--- config.mk ---
export PLATFORM = sky130hd
export DESIGN_NAME = reg_file_dumper
export DESIGN_NICKNAME = d
export VERILOG_FILES = /design/src/rtl/reg_file_dumper.sv
export SDC_FILE = /design/constraint.sdc
export NUM_CORES = 1
export LEC_CHECK = 0
export ABC_AREA = 0
export CORE_ASPECT_RATIO = 0.5
export CORE_MARGIN = 3
export CORE_UTILIZATION = 44
export DETAILED_ROUTE_END_ITERATION = 10
export PLACE_DENSITY = 0.79
export REMOVE_ABC_BUFFERS = 1
export SETUP_SLACK_MARGIN = 0.3
export SYNTH_ARGS = -nofsm -noshare
export SYNTH_HDL_FRONTEND = slang
export SYNTH_SLANG_ARGS = --single-unit
--- constraint.sdc ---
create_clock -name clk -period 2.1 [get_ports clk]
set_clock_uncertainty 0.15 [all_clocks]
set_input_delay 0.21 -clock clk [delete_from_list [all_inputs] [get_ports clk]]
set_output_delay 0.21 -clock clk [all_outputs]
set_load 0.02 [all_outputs]
--- src/rtl/reg_file_dumper.sv ---
// Debug read-out engine: walks the register file a pair at a time and streams each word over valid/ready.
// Optional checksum word: define DUMP_CHECKSUM_EN to append a running XOR after the last register.
module reg_file_dumper #(
  parameter int NUM_REGS = 32,
  parameter int DATA_W   = 32
) (
  input  logic              clk,
  input  logic              rst_n,
  input  logic              start,
  output logic [4:0]        rf_adr1,
  output logic [4:0]        rf_adr2,
  input  logic [DATA_W-1:0] rf_rs1,
  input  logic [DATA_W-1:0] rf_rs2,
  output logic [DATA_W-1:0] dump_data,
  output logic [4:0]        dump_idx,
  output logic              dump_valid,
  input  logic              dump_ready,
  output logic              dump_last,
  output logic              busy,
  output logic              done,
  output logic [2:0]        o_dbg_state
);

  // Handshake: a word transfers on a posedge where dump_valid and dump_ready are both high;
  // once dump_valid rises, it and dump_data/dump_idx/dump_last hold until that transfer.

  localparam logic [3:0] LAST_P = 4'(NUM_REGS / 2 - 1);

  typedef enum logic [2:0] {
    S_IDLE  = 3'd0,
    S_FETCH = 3'd1,
    S_SEND0 = 3'd2,
    S_SEND1 = 3'd3,
`ifdef DUMP_CHECKSUM_EN
    S_CKSUM = 3'd4,
`endif
    S_FIN   = 3'd5
  } state_t;

  state_t            r_state;
  state_t            w_next;
  logic [3:0]        r_ptr;
  logic [DATA_W-1:0] r_buf0;
  logic [DATA_W-1:0] r_buf1;
  logic              w_fire;
  logic              w_last_pair;
`ifdef DUMP_CHECKSUM_EN
  logic [DATA_W-1:0] r_xor;
`endif

  assign w_fire      = dump_valid & dump_ready;
  assign w_last_pair = (r_ptr == LAST_P);

  always_ff @(posedge clk) begin
    if (!rst_n) begin
      r_state <= S_IDLE;
      r_ptr   <= '0;
      r_buf0  <= '0;
      r_buf1  <= '0;
`ifdef DUMP_CHECKSUM_EN
      r_xor   <= '0;
`endif
    end else begin
      r_state <= w_next;
      case (r_state)
        S_IDLE: begin
          if (start) begin
            r_ptr <= '0;
`ifdef DUMP_CHECKSUM_EN
            r_xor <= '0;
`endif
          end
        end
        S_FETCH: begin
          // Both words land on the same edge so the pair is a consistent snapshot.
          r_buf0 <= rf_rs1;
          r_buf1 <= rf_rs2;
        end
        S_SEND0: begin
`ifdef DUMP_CHECKSUM_EN
          if (dump_ready) r_xor <= r_xor ^ r_buf0;
`endif
        end
        S_SEND1: begin
`ifdef DUMP_CHECKSUM_EN
          if (dump_ready) r_xor <= r_xor ^ r_buf1;
`endif
          if (dump_ready && !w_last_pair) r_ptr <= r_ptr + 4'd1;
        end
        default: ;
      endcase
    end
  end

  always_comb begin
    w_next     = r_state;
    rf_adr1    = {r_ptr, 1'b0};
    rf_adr2    = {r_ptr, 1'b1};
    dump_data  = '0;
    dump_idx   = '0;
    dump_valid = 1'b0;
    dump_last  = 1'b0;
    busy       = 1'b0;
    done       = 1'b0;
    case (r_state)
      S_IDLE: begin
        rf_adr1 = '0;
        rf_adr2 = '0;
        if (start) w_next = S_FETCH;
      end
      S_FETCH: begin
        busy   = 1'b1;
        w_next = S_SEND0;
      end
      S_SEND0: begin
        busy       = 1'b1;
        dump_valid = 1'b1;
        dump_data  = r_buf0;
        dump_idx   = {r_ptr, 1'b0};
        if (dump_ready) w_next = S_SEND1;
      end
      S_SEND1: begin
        busy       = 1'b1;
        dump_valid = 1'b1;
        dump_data  = r_buf1;
        dump_idx   = {r_ptr, 1'b1};
`ifdef DUMP_CHECKSUM_EN
        if (w_fire) w_next = w_last_pair ? S_CKSUM : S_FETCH;
`else
        dump_last  = w_last_pair;
        if (w_fire) w_next = w_last_pair ? S_FIN : S_FETCH;
`endif
      end
`ifdef DUMP_CHECKSUM_EN
      S_CKSUM: begin
        busy       = 1'b1;
        dump_valid = 1'b1;
        dump_data  = r_xor;
        dump_idx   = '0;
        dump_last  = 1'b1;
        if (w_fire) w_next = S_FIN;
      end
`endif
      S_FIN: begin
        done   = 1'b1;
        w_next = S_IDLE;
      end
      default: w_next = S_IDLE;
    endcase
  end

  assign o_dbg_state = r_state;

endmodule
==> impl_metrics.tcl, run 1 <==
set metrics [dict create \
    class_of_the_most_critical_hold_timing_path "input port to flop" \
    critPathArrivalTime_ns 1.46 \
    antenna_left 0 \
    worst_slew_pin_slew_ns 0.6285 \
    detail_route.iter0.violations 203 \
    maximum_capacitance_violations 0 \
    horiz_die_dim_um 127.1 \
    cts_root_buf "clkbuf_16" \
    final_util_pct 69.27 \
    num-nets-final 605 \
    proportion_of_synthesized_chip_area_in_sequential_cells_pct 44.05 \
    portion_of_total_power_attributed_to_sequential_cells_pct 40.2 \
    die_h_um 66.56 \
    place_ws_ns 0.1607 \
    synth-edff-count 0 \
    stdcell_count 633 \
    clockBufferDepth 2 \
    vias 3125 \
    final_layout_size_suffix_gt1_share_pct 19.04 \
    hold-worst-slack_ns 0.2778 \
    place.port_buffers 120 \
    async_flop_share_pct 0 \
    worstSkewPairLatency_ns 0.33 \
    finalPower_mw 3.665 \
    period_needed_ns 1.823 \
    pin_count_of_the_biggest_net_entering_global_routing 65 \
    netlist.top_cell.by_area "dfxtp_1" \
    hp-start "rf_rs1[26]" \
    timing.fmax_mhz 548.5 \
    finalWorstSetupSlack_ns 0.2769 \
    r2r-start "o_dbg_state[0]" \
    synth.top_cell.area_share_pct 44.05 \
    final_weighted_congestion_in_routability_driven_placement 0.8077 \
    setup_violations 0 \
    yosysWarnings 0 \
    core_area_um2 6884 \
    critPathLaunchType "flop" \
    postSynthRegisterBits 71 \
    cp_data_required_time_ns 1.74 \
    synth_top_flop_cell "dfxtp_1" \
    post-route-drc-count 0 \
    comb_power_share_pct 17.6 \
    drt_wirelength_um 8679 \
    cts-buffers-inserted 9 \
    reg2reg_slack_ns 0.40 \
    place_area_um2 4481 \
    p_per_cell_area_nw_per_um2 768.7 \
    final.period_utilization_pct 86.81 \
    rsz0062_at_grt "true" \
    grt_remaining_overflow 0 \
    switchingPower_mw 0.8996 \
    dpl.cell_count 607 \
    cts.sinks 71 \
    cts.reportedPaths.clkPinSlew_ns 0.05 \
    yosys.cell_types.count 32 \
    run_status "finished clean" \
    crit_fanout 6 \
    grt_pass1_vias 2928 \
    power.ir.vdd_worst_mv 0.4735 \
    slew_headroom_pct 58.10 \
    cell_internal_power_mw 2.766 \
    synthMostInstantiatedCell "nand2_1" \
    viasPerCell 4.937 \
    clock_group_share_of_total_power_pct 42.2 \
    cpPeakStageDelay_ns 0.35 \
    tritoncts "built" \
    h-tree-depth 3 \
    critPathMostFrequentCell "buf_4" \
    initial_utilization_pct 46.87 \
    area_growth_syn_to_layout_pct 47.77 \
    final_design_area_no_fill_um2 4768 \
    drt-pass1-iter-count 4 \
    grt_antenna_before_repair 0 \
    wire_length_per_cell_after_detailed_routing_um 13.71 \
    critical_path_class "flop to primary output" \
    setup_total_negative_slack_ns 0 \
    die-area_um2 8460 \
    min_path_cells 3 \
    post_synth.cell_area_avg_um2 7.776 \
    maxSlewViolCount 0 \
    synthTopCellsByCount "134 x nand2_1, 71 x dfxtp_1, 65 x a21oi_1" \
    p_leak_nw 1.909 \
    number_of_cells_produced_by_synthesis 415 \
    endpoint_of_the_worst_hold_path "r_buf0[26]" \
    synth_top_cells_by_area "dfxtp_1 44%, nand2_1 16%, mux2i_1 10%" \
    floorplan.io_pins 122 \
    crit_slowest_cell "dfxtp_4" \
    setup.worst_path.end_class "primary output" \
    insertedDiodeCount 0 \
    hpwlAfterDp_um 5487 \
    final_hold_viol_count 0 \
    netlist_area_um2 3227 \
    rr_endpoint "r_buf1[17]" \
    crit_path_cell_trace "buf_6, buf_12, buf_4, mux2i_1, nor2_1, buf_4" \
    grt_first_pass_wirelength_um 13900 \
    filler_cell_count 600 \
    track_usage_pct 20.76 \
    reg2regPathDepth 4 \
    floorplan.rows 21 \
    netSwitchingFraction_pct 24.54 \
]
-- worst max-delay path by stage --
stage,endpoint,startpoint,slack (ns)
floorplan,r_buf0[0],o_dbg_state[0],-3.46
global route,dump_data[21],o_dbg_state[0],0.20
detailed placement,busy,o_dbg_state[0],0.16
finish,dump_data[0],o_dbg_state[0],0.28
CTS,busy,o_dbg_state[2],0.15
global placement,busy,o_dbg_state[0],0.17
-- critical path: cells and delay by family (launching register included) --
kind	cells	cell delay, ns
buf+inv	4	0.56
flops	1	0.35
mux	1	0.11
simple gates	1	0.12
-- logic make-up (layout without fill, tap and decap cells) --
family	count (synthesis)	count (layout)	share of synthesized area, %
AO/OA/AOI/OAI	73	73	12.14
buffers and inverters	41	167	8.104
other	1	1	0.1162
adder cells (fa/ha/maj)	1	1	0.3877
AND/OR/NAND/NOR	195	195	24.97
multiplexers	33	33	10.24
flip-flops	71	71	44.05
-- routing by layer --
| layer | part of all wire [%] | GRT usage [%] | up-vias |
|---|---|---|---|
| li1 | - | - | 1589 |
| met1 | 42 | 24.17 | 1455 |
| met2 | 51 | 37.43 | 70 |
| met3 | 5.2 | 4.884 | 11 |
| met4 | 1.4 | 8.289 | 0 |
| met5 | 0 | 0 | - |
-- repair_timing --
item                       CTS  global route
buffers inserted             6             2
hold buffers                 0             0
gates cloned                 2             0
pin swaps                    0             1
resized for setup          180            35
setup endpoints to repair   53            27
-- area by class of cell --
cell class                 instances  area, µm²  area share, %
clock inverter                     3      40.04         0.8397
inverter                           4      15.01         0.3149
tap                               92      115.1          2.414
clock buffer                      13      270.3          5.668
multi-input combinational        303       1579          33.11
timing repair buffer             147       1321          27.71
sequential                        71       1428          29.94
-- layout by cell type (no fill, tap or decap), drive strengths merged, types with 2 or more instances in the layout --
cell           count
nand3              3
nor3               3
clkinv             2
nor2b              5
nor2              34
nand2            134
nand2b             3
mux2i             33
a21oi             65
buf               66
dlygate4sd2        8
clkbuf            18
and2               4
clkdlybuf4s50     67
and3b              2
o21ai              3
inv                4
dfxtp             71
-- sequential cells by signal, indices dropped and copies added, names as in the netlist --
| register | flops |
|---|---|
| o_dbg_state | 3 |
| r_buf0 | 32 |
| r_buf1 | 32 |
| r_ptr | 4 |
-- power groups by stage --
stage	combinational [mW]	sequential [mW]	clock [mW]
after detailed placement	0.598	1.50	0
after global routing	0.707	1.48	1.64
after global placement	0.592	1.50	0
after CTS	0.632	1.47	1.58
final	0.646	1.47	1.55
after floorplan	0.284	1.52	0
(Power assumes the default switching activity.)
==> run 2: changes to the inputs <==
TNS_END_PERCENT = 10   (was unset)
==> run 2 against run 1 <==
Compared with the run above:
- first-iteration DRC count is 20% higher
- highest routed layer unchanged
- worst setup slack worse by 0.11 ns
- register-to-register slack worse by 0.06 ns
- largest power group unchanged
- routed wire length is 3.9% lower
- critical path type unchanged
- non-clock buffer count is 9 lower
- sequential power hardly changed
- die area stayed put
- clock-buffer cell count stayed put
- largest cell class unchanged
- cell count is 1.4% lower
==> impl_metrics.tcl, run 2 (same netlist as run 1, synthesis figures left out) <==
set metrics [dict create \
    run_status "finished clean" \
    cts_root_buf "clkbuf_16" \
    h-tree-depth 3 \
    timing.fmax_mhz 517.6 \
    final_layout_size_suffix_gt1_share_pct 9.774 \
    cts.reportedPaths.clkPinSlew_ns 0.05 \
    groute.layer.met2.usage_pct 36.38 \
    min_path_cells 3 \
    hpwlAfterDp_um 5487 \
    critPathLaunchType "flop" \
    switchingPower_mw 0.8807 \
    track_usage_pct 20.24 \
    grt_first_pass_wirelength_um 13610 \
    finalPower_mw 3.613 \
    worst_slew_pin_slew_ns 0.6239 \
    floorplan.io_pins 122 \
    rsz0062_at_grt "true" \
    area_growth_syn_to_layout_pct 46.49 \
    clockBufferDepth 2 \
    vias 3086 \
    globalRouteMet1Util_pct 23.63 \
    post-route-drc-count 0 \
    place.port_buffers 120 \
    filler_cell_count 603 \
    die_h_um 66.56 \
    final.period_utilization_pct 91.99 \
    period_needed_ns 1.932 \
    endpoint_of_the_worst_hold_path "r_buf0[9]" \
    hp-start "rf_rs1[9]" \
    top_regs "r_buf0 (32), r_buf1 (32), r_ptr (4)" \
    portion_of_total_power_attributed_to_sequential_cells_pct 40.8 \
    die-area_um2 8460 \
    p_per_cell_area_nw_per_um2 764.4 \
    place_ws_ns 0.1607 \
    final_weighted_congestion_in_routability_driven_placement 0.8077 \
    class_of_the_most_critical_hold_timing_path "input port to flop" \
    rr_endpoint "r_buf0[7]" \
    setup_violations 0 \
    viasPerCell 4.946 \
    critPathArrivalTime_ns 1.57 \
    clock_group_share_of_total_power_pct 42.8 \
    p_leak_nw 1.925 \
    floorplan.rows 21 \
    initial_utilization_pct 46.87 \
    grt_antenna_before_repair 0 \
    drt-pass1-iter-count 5 \
    core_area_um2 6884 \
    wire_length_per_cell_after_detailed_routing_um 13.36 \
    power.ir.vdd_worst_mv 0.4701 \
    critical_path_class "flop to primary output" \
    cp_data_required_time_ns 1.74 \
    comb_power_share_pct 16.4 \
    cell_internal_power_mw 2.733 \
    final_hold_viol_count 0 \
    reg2reg_slack_ns 0.34 \
    commonest_non_fill_non_tap_cell_in_the_layout "nand2_1" \
    insertedDiodeCount 0 \
    grt_use_met3_pct 4.884 \
    cts.sinks 71 \
    reg2regPathDepth 4 \
    drt_wirelength_um 8339 \
    detail_route.iter0.violations 243 \
    grt_pass1_vias 2893 \
    tritoncts "built" \
    grt_remaining_overflow 0 \
    r2r-start "o_dbg_state[0]" \
    layout_common_cells "134 x nand2_1, 70 x clkdlybuf4s50_1, 70 x dfxtp_1" \
    netSwitchingFraction_pct 24.37 \
    busiest_layer "met2" \
    pin_count_of_the_biggest_net_entering_global_routing 65 \
    maximum_capacitance_violations 0 \
    worstSkewPairLatency_ns 0.33 \
    maxSlewViolCount 0 \
    antenna_left 0 \
    num-nets-final 596 \
    cts-buffers-inserted 9 \
    crit_fanout 9 \
    setup.worst_path.end_class "primary output" \
    finalWorstSetupSlack_ns 0.1681 \
    horiz_die_dim_um 127.1 \
    slew_headroom_pct 58.41 \
]
run 2: worst max-delay path: stages (launching register included):
cell and delay (ns):
dfxtp_1 0.40, buf_4 0.18, nor3_1 0.06, buf_4 0.14, nor2b_1 0.12, dlygate4sd2_1 0.34
run 2: power by group through the flow:
stage               registers, mW  clock network [mW]  logic (mW)
global route                 1.48                1.64       0.652
floorplan                    1.52                   0       0.284
global placement             1.50                   0       0.592
finish                       1.48                1.55       0.592
CTS                          1.47                1.58       0.604
detailed placement           1.50                   0       0.598
run 2: worst max-delay path by stage:
stage              startpoint         end  slack (ns)  cells past startpoint
6_report       o_dbg_state[1]  rf_adr1[1]        0.17                      5
2_1_floorplan  o_dbg_state[0]   r_buf0[0]       -3.46                      3
5_1_grt        o_dbg_state[1]  rf_adr1[1]        0.06                      5
4_1_cts        o_dbg_state[0]        busy        0.08                      3
3_3_place_gp   o_dbg_state[0]        busy        0.17                      3
3_5_place_dp   o_dbg_state[0]        busy        0.16                      3
run 2: area by class of cell:
| cell class | count | area [µm²] | area share, % |
|---|---|---|---|
| clock buffer | 13 | 270.3 | 5.717 |
| clock inverter | 3 | 40.04 | 0.8470 |
| inverter | 4 | 15.01 | 0.3176 |
| multi-input combinational | 303 | 1551 | 32.82 |
| sequential | 71 | 1425 | 30.15 |
| tap | 92 | 115.1 | 2.435 |
| timing repair buffer | 138 | 1310 | 27.71 |
run 2: what timing repair did:
action	in CTS	in global routing
setup buffers	0	0
resized for setup	57	25
endpoints found under the setup margin	53	86
gates cloned	1	0
hold buffers	0	0
run 2: per-stage QoR:
stage / cell area, µm² / hold WS [ns] / cells / TNS (ns) / utilization (%)
floorplan: 2980 / 0.1942 / 378 / -241.59 / -
global placement: 4481 / 0.2919 / 607 / 0 / 65.09
detailed placement: 4481 / 0.2961 / 607 / 0 / 65.09
CTS: 4760 / 0.2666 / 624 / 0 / 69.14
global route: 4727 / 0.2826 / 624 / 0 / 68.67
finish: 4727 / 0.2780 / 624 / 0 / 68.67
run 2: routing by layer:
layer | wire length, µm | vias to the layer above
met1 | 3569 | 1420
met4 | 143 | 0
met3 | 383 | 15
met2 | 4242 | 75
li1 | - | 1576
met5 | 0 | -
